<file path="config.mk">
export PLATFORM = sky130hd
export DESIGN_NAME = ram_burst_port
export DESIGN_NICKNAME = d
export VERILOG_FILES = /design/src/rtl/ram_burst_port.sv
export SDC_FILE = /design/constraint.sdc
export NUM_CORES = 1
export LEC_CHECK = 0
export ABC_AREA = 1
export BUFFER_PORTS_ARGS = -buffer_cell sky130_fd_sc_hd__buf_2
export CORE_MARGIN = 3
export CORE_UTILIZATION = 50
export CTS_BUF_LIST = sky130_fd_sc_hd__clkbuf_4
export DETAILED_ROUTE_END_ITERATION = 8
export PLACE_DENSITY = 0.79
export SLEW_MARGIN = 20
export SYNTH_ARGS = -nofsm -noshare
export SYNTH_HDL_FRONTEND = slang
export SYNTH_SLANG_ARGS = --single-unit
</file>
<file path="constraint.sdc">
create_clock -name clk -period 2.73 [get_ports clk]
set_clock_uncertainty 0.15 [all_clocks]
set_input_delay 0.546 -clock clk [delete_from_list [all_inputs] [get_ports clk]]
set_output_delay 0.546 -clock clk [all_outputs]
set_load 0.05 [all_outputs]
</file>
<file path="src/rtl/ram_burst_port.sv">
// ram_burst_port: splits one burst command into single-word req/gnt beats, read data through a skid FIFO
module ram_burst_port #(
    parameter int ADDR_WIDTH = 32,
    parameter int DATA_WIDTH = 32,
    parameter int LEN_WIDTH  = 8,
    parameter int FIFO_DEPTH = 4
) (
    input  logic                    clk,
    input  logic                    rst,
    input  logic                    cmd_valid_i,
    output logic                    cmd_ready_o,
    input  logic [ADDR_WIDTH-1:0]   cmd_addr_i,
    input  logic                    cmd_we_i,
    input  logic [LEN_WIDTH-1:0]    cmd_len_i,
    output logic                    cmd_done_o,
    input  logic                    wdata_valid_i,
    output logic                    wdata_ready_o,
    input  logic [DATA_WIDTH-1:0]   wdata_i,
    output logic                    rdata_valid_o,
    input  logic                    rdata_ready_i,
    output logic [DATA_WIDTH-1:0]   rdata_o,
    output logic                    mem_req_o,
    input  logic                    mem_gnt_i,
    input  logic                    mem_rvalid_i,
    output logic [ADDR_WIDTH-1:0]   mem_addr_o,
    output logic                    mem_we_o,
    output logic [DATA_WIDTH/8-1:0] mem_be_o,
    output logic [DATA_WIDTH-1:0]   mem_wdata_o,
    input  logic [DATA_WIDTH-1:0]   mem_rdata_i
);
    localparam int BW = DATA_WIDTH / 8;
    localparam int PW = $clog2(FIFO_DEPTH);
    localparam int CW = PW + 1;

    typedef enum logic [1:0] {IDLE, WRITE, READ, DRAIN} state_t;

    state_t                state, state_nx;
    logic [ADDR_WIDTH-1:0] addr_q;
    logic [LEN_WIDTH-1:0]  len_q, cnt_q;
    logic                  we_q, inflight_q, done_q;
    logic [DATA_WIDTH-1:0] fifo_mem [FIFO_DEPTH];
    logic [PW-1:0]         wptr, rptr;
    logic [CW-1:0]         fifo_cnt;
    logic                  accept, fire, last, credit_ok, push, pop;

    // a read beat may only be requested when its response is guaranteed a FIFO slot
    assign credit_ok = fifo_cnt + CW'(inflight_q) < CW'(FIFO_DEPTH);
    assign last      = cnt_q == len_q;
    assign accept    = cmd_valid_i & cmd_ready_o;
    assign fire      = mem_req_o & mem_gnt_i;
    // inflight_q is cleared by reset, so a response straddling a reset is dropped
    assign push      = mem_rvalid_i & inflight_q & ~we_q;
    assign pop       = rdata_valid_o & rdata_ready_i;

    assign cmd_ready_o   = state == IDLE;
    assign cmd_done_o    = done_q;
    assign mem_req_o     = state == WRITE ? wdata_valid_i : state == READ ? credit_ok : 1'b0;
    assign mem_we_o      = state == WRITE;
    assign mem_be_o      = '1;
    assign mem_addr_o    = addr_q;
    assign mem_wdata_o   = wdata_i;
    assign wdata_ready_o = (state == WRITE) & fire;
    assign rdata_valid_o = fifo_cnt != '0;
    assign rdata_o       = fifo_mem[rptr];

    // next-state: beats are issued until the last grant, then wait for its response
    always_comb begin
        state_nx = state;
        case (state)
            IDLE:    state_nx = accept ? (cmd_we_i ? WRITE : READ) : IDLE;
            WRITE,
            READ:    state_nx = fire && last ? DRAIN : state;
            DRAIN:   state_nx = mem_rvalid_i && inflight_q ? IDLE : DRAIN;
            default: state_nx = IDLE;
        endcase
    end

    // burst registers: latch the command, advance address and beat count on each grant
    always_ff @(posedge clk) begin
        if (rst) begin
            state      <= IDLE;
            addr_q     <= '0;
            len_q      <= '0;
            cnt_q      <= '0;
            we_q       <= 1'b0;
            inflight_q <= 1'b0;
            done_q     <= 1'b0;
        end else begin
            state      <= state_nx;
            inflight_q <= fire;
            done_q     <= (state == DRAIN) & mem_rvalid_i & inflight_q;
            if (accept) begin
                addr_q <= cmd_addr_i & ~ADDR_WIDTH'(BW - 1);
                len_q  <= cmd_len_i;
                we_q   <= cmd_we_i;
                cnt_q  <= '0;
            end else if (fire) begin
                addr_q <= addr_q + ADDR_WIDTH'(BW);
                cnt_q  <= cnt_q + LEN_WIDTH'(1);
            end
        end
    end

    // read skid FIFO pointers and occupancy; simultaneous push and pop keep the count
    always_ff @(posedge clk) begin
        if (rst) begin
            wptr     <= '0;
            rptr     <= '0;
            fifo_cnt <= '0;
        end else begin
            wptr     <= push ? wptr + PW'(1) : wptr;
            rptr     <= pop ? rptr + PW'(1) : rptr;
            fifo_cnt <= fifo_cnt + CW'(push) - CW'(pop);
        end
    end

    // read skid FIFO storage
    always_ff @(posedge clk) begin
        if (push) fifo_mem[wptr] <= mem_rdata_i;
    end

    a_no_overflow: assert property (@(posedge clk) disable iff (rst)
        !(push && !pop && fifo_cnt == CW'(FIFO_DEPTH)));

    a_done_in_drain: assert property (@(posedge clk) disable iff (rst)
        !(mem_rvalid_i && inflight_q && state == IDLE));
endmodule

</file>
==> impl_results.html <==
<table>
<tr><th>Metric</th><th>Value</th></tr>
<tr><th colspan="2">Pwr</th></tr>
<tr><td>Pwr/cell area</td><td>around 850 nW/um^2</td></tr>
<tr><td>Power share of the sequential group</td><td>0.408</td></tr>
<tr><td>IR Drop Worst-Case VDD</td><td>approximately 500 uV</td></tr>
<tr><td>Switching power as a share of total power</td><td>0.4613</td></tr>
<tr><td>Part of the power in the clock network</td><td>0.167</td></tr>
<tr><td>Internal power of the cells</td><td>approximately 4.7 mW</td></tr>
<tr><td>Comb power frac</td><td>0.425</td></tr>
<tr><td>Leakage Power</td><td>roughly 4 nW</td></tr>
<tr><td>Total Power Consumption</td><td>8.740 mW</td></tr>
<tr><td>Net load switching power</td><td>slightly above 4 mW</td></tr>
<tr><th colspan="2">Layout</th></tr>
<tr><td>Share of the core filled with cells</td><td>0.5924</td></tr>
<tr><td>Post-layout nets</td><td>around 1200</td></tr>
<tr><td>Antenna cells</td><td>0</td></tr>
<tr><td>Fillers</td><td>1504</td></tr>
<tr><td>Final non-filler cell area</td><td>about 10000 sq um</td></tr>
<tr><td>Area growth from synthesis to final layout</td><td>15.84%</td></tr>
<tr><td>Share of final-layout standard cells stronger than drive strength 1</td><td>0.2306</td></tr>
<tr><th colspan="2">Timing</th></tr>
<tr><td>Setup-violating endpoint count in the final report</td><td>0</td></tr>
<tr><td>Final worst-path cycle share</td><td>0.9423</td></tr>
<tr><td>Final hold slack</td><td>roughly 0.067 ns</td></tr>
<tr><td>Shortest period the worst path allows</td><td>between 2 and 3 ns</td></tr>
<tr><td>Hold Vio Cnt, Final</td><td>0</td></tr>
<tr><td>Maximum clock frequency</td><td>just under 400 MHz</td></tr>
<tr><td>Final setup TNS</td><td>0 ns</td></tr>
<tr><td>Final Slew Violations</td><td>0</td></tr>
<tr><td>Unrepaired setup endpoints after global routing</td><td>true</td></tr>
<tr><th colspan="2">Synth</th></tr>
<tr><td>Distinct cells, synth</td><td>39</td></tr>
<tr><td>Post-synthesis cell type with the largest combined area</td><td>edfxtp_1</td></tr>
<tr><td>Post-Syn Area per Cell</td><td>9.350 sq um</td></tr>
<tr><td>Post-synth EDFFs</td><td>approximately 130</td></tr>
<tr><td>Post-synthesis cell area</td><td>8845 sq um</td></tr>
<tr><td>FF+latch count, synth</td><td>188</td></tr>
<tr><td>Post-Synth XOR/XNOR Area</td><td>0.01584</td></tr>
<tr><td>Flip-flop cell with the highest count after synthesis</td><td>edfxtp_1</td></tr>
<tr><td>Synth Area in Simple Gates</td><td>0.2000</td></tr>
<tr><td>Largest cells by area after synthesis</td><td>edfxtp_1 (43%), dfxtp_1 (14%), nor2_1 (7.3%)</td></tr>
<tr><td>Synthesized-area fraction occupied by ao, oa, aoi and oai cells</td><td>0.1167</td></tr>
<tr><td>Fraction of the mapped netlist area in adder cells</td><td>0.02065</td></tr>
<tr><td>Share of cell area taken by muxes after synthesis</td><td>0</td></tr>
<tr><td>Proportion of synthesized chip area in sequential cells</td><td>0.5704</td></tr>
<tr><td>Main combinational cell family by area after synthesis</td><td>simple AND/OR/NAND/NOR gates</td></tr>
<tr><td>Synth cell count leaders</td><td>nor2_1 (171), nand2_1 (157), edfxtp_1 (128), o21ai_0 (108), dfxtp_1 (60)</td></tr>
<tr><td>Portion of synthesized cell area occupied by the leading cell type</td><td>0.4346</td></tr>
<tr><td>Count leader, synth</td><td>nor2_1</td></tr>
<tr><td>Post-synth ARST share</td><td>0</td></tr>
<tr><td>Gate Count Post-Synth</td><td>between 900 and 1000</td></tr>
<tr><td>Synth warnings</td><td>0</td></tr>
<tr><th colspan="2">Detailed routing</th></tr>
<tr><td>Total routed wirelength</td><td>20.03 mm</td></tr>
<tr><td>Avg WL per Cell</td><td>approximately 15 microns</td></tr>
<tr><td>Detailed-route via count</td><td>6950</td></tr>
<tr><td>Vias per Instance</td><td>~5.3</td></tr>
<tr><td>Initial DRC count</td><td>approximately 460</td></tr>
<tr><td>Number of iterations in the first detailed-routing pass</td><td>5</td></tr>
<tr><td>Final routed DRC violation total</td><td>0</td></tr>
<tr><td>Post-DRT Antenna Nets</td><td>0</td></tr>
<tr><th colspan="2">Job</th></tr>
<tr><td>MaxCap Viol Count</td><td>0</td></tr>
<tr><th colspan="2">Floorplan</th></tr>
<tr><td>Ports placed on the boundary</td><td>approximately 220</td></tr>
<tr><td>Starting utilization of the core area</td><td>0.5114</td></tr>
<tr><td>Core Region</td><td>17300 sq um</td></tr>
<tr><td>Rows</td><td>between 40 and 50</td></tr>
<tr><td>Total Die Area</td><td>19320 sq um</td></tr>
<tr><td>Die X-Extent</td><td>139 microns</td></tr>
<tr><td>Chip height</td><td>around 140 microns</td></tr>
<tr><th colspan="2">Global route</th></tr>
<tr><td>Wire length of the first global-routing pass</td><td>32.39 mm</td></tr>
<tr><td>Pin count of the biggest net entering global routing</td><td>65</td></tr>
<tr><td>Via count of the first global-routing pass</td><td>roughly 6600</td></tr>
<tr><td>Global route total overflow</td><td>0</td></tr>
<tr><td>Total global routing track utilization</td><td>0.2064</td></tr>
<tr><td>Number of antenna violations at the first check in global routing</td><td>0</td></tr>
<tr><th colspan="2">Worst setup path</th></tr>
<tr><td>Data required time at the worst endpoint</td><td>between 2 and 2.5 ns</td></tr>
<tr><td>CP startpoint kind</td><td>flip-flop</td></tr>
<tr><td>Critical path's largest stage delay</td><td>~0.44 ns</td></tr>
<tr><td>Cell type group with the largest total delay on the critical path</td><td>buffers and inverters</td></tr>
<tr><td>Start-to-end type of the worst setup path</td><td>reg2out</td></tr>
<tr><td>Worst-path maximum fanout</td><td>17</td></tr>
<tr><td>Worst Path Buf+Inv</td><td>3</td></tr>
<tr><td>Crit path DAT</td><td>about 1.9 ns</td></tr>
<tr><td>Type of element capturing the critical path</td><td>primary output</td></tr>
<tr><td>Critical register-to-register path startpoint</td><td>state[0]</td></tr>
<tr><td>Ordered cell list for the critical path</td><td>inv_1 &gt; buf_4 &gt; o21ai_0 &gt; o22ai_1 &gt; buf_2</td></tr>
<tr><td>Slowest cell on the critical path</td><td>dfxtp_4</td></tr>
<tr><th colspan="2">Clock tree</th></tr>
<tr><td>Total setup buffers inserted after CTS</td><td>0</td></tr>
<tr><td>CTS tree</td><td>built</td></tr>
<tr><td>Clk pin slew, worst setup/hold paths</td><td>between 0.15 and 0.2 ns</td></tr>
<tr><td>Largest buffer count on any clock path</td><td>2</td></tr>
<tr><td>Worst-Skew Late Latency</td><td>around 0.56 ns</td></tr>
<tr><td>Clock Sink Count</td><td>~190</td></tr>
<tr><td>Buffer cell driving the clock tree root</td><td>clkbuf_4</td></tr>
<tr><td>CTS buffer count</td><td>17</td></tr>
<tr><td>CTS H-tree depth</td><td>4</td></tr>
<tr><th colspan="2">Placement</th></tr>
<tr><td>Total placed instance area</td><td>~9600 sq um</td></tr>
<tr><td># port buffers</td><td>about 150</td></tr>
<tr><td>Final estimated routing congestion in global placement</td><td>a little over 0.9</td></tr>
<tr><td>Detailed placer's ending HPWL</td><td>13.25 mm</td></tr>
<tr><th colspan="2">Worst hold path</th></tr>
<tr><td>Path class of the lowest-slack min-delay path</td><td>in2reg</td></tr>
<tr><td>Startpoint of the lowest-slack hold path</td><td>mem_rdata_i[20]</td></tr>
<tr><th colspan="2">Outcome</th></tr>
<tr><td>Run status</td><td>finished, final reports clean</td></tr>
</table>
repair_timing:
action / 4_1_cts / 5_1_grt
hold endpoints to repair: 117 / 0
endpoints found under the setup margin: 33 / 5
hold buffers: 30 / 0
cloned: 0 / 0
gates resized for setup: 6 / 9
pin swaps: 0 / 0
logic make-up (layout without fill, tap and decap cells):
kind of cell,count (synthesis),after routing
fa+ha+maj,14,14
compound gates,190,190
xor+xnor,16,16
flops,188,188
other cells,2,6
simple gates,407,407
buf+inv,129,276
final cells by class:
cell class              instances  area [sq um]  area share
well taps                     225         281.5     0.02748
clock buffers                  18         135.1     0.01319
multi-input cells             633          3174      0.3098
flip-flops and latches        188          5052      0.4931
clock inverters                14         145.1     0.01417
repair buffers                193          1260      0.1230
inverters                      51         197.7     0.01929
registers in the layout, summed over array words and instances, names as in the netlist, named ones only:
register,count
cmd_done_o,1
len_q,8
inflight_q,1
wptr,2
fifo_mem,128
fifo_cnt,3
cnt_q,8
we_q,1
mem_addr_o,30
rptr,2
state,2
stage by stage:
step           worst slack [ns]  cells
3_5_place_dp             0.2942   1260
5_1_grt                -0.02484   1322
4_1_cts                0.008207   1322
3_3_place_gp             0.2897   1260
6_report                 0.1575   1322
2_1_floorplan          -0.07306    950
placed cells by master (no fill, tap or decap), types with 8 or more instances in the layout:
cell type,n
a21oi_1,31
a21oi_2,9
buf_2,142
buf_4,12
clkbuf_4,19
dfxtp_1,56
dlygate4sd3_1,30
edfxtp_1,128
ha_1,12
inv_1,43
nand2_1,156
nand2_2,8
nand3_1,28
nand3b_1,10
nor2_1,166
nor2_2,9
o21ai_0,108
o22ai_1,33
xor2_1,11
routing by layer:
metal	vias up	share of wire	global-route usage
li1	3425	-	-
met1	3207	0.42	0.2616
met2	283	0.48	0.3500
met3	35	0.081	0.04345
met4	0	0.020	0.07673
met5	-	0	0
power groups by stage:
stage          Combinational, mW  Clock [mW]  Sequential, mW
4_1_cts                     3.69        1.51            3.55
6_report                    3.71        1.46            3.56
3_5_place_dp                3.64           0            3.61
2_1_floorplan               2.58           0            3.94
3_3_place_gp                3.60           0            3.60
5_1_grt                     4.04        1.63            3.59
worst paths after layout:
check	endpoint	slack [ns]	depth (start not counted)
worst max-delay path	rdata_o[30]	0.16	5
worst min-delay path	fifo_mem[0][20]	0.07	1
worst max register to register	mem_addr_o[30]	0.49	12
worst min register to register	flip-flop	0.33	2
Power figures use the tool's default switching activity.
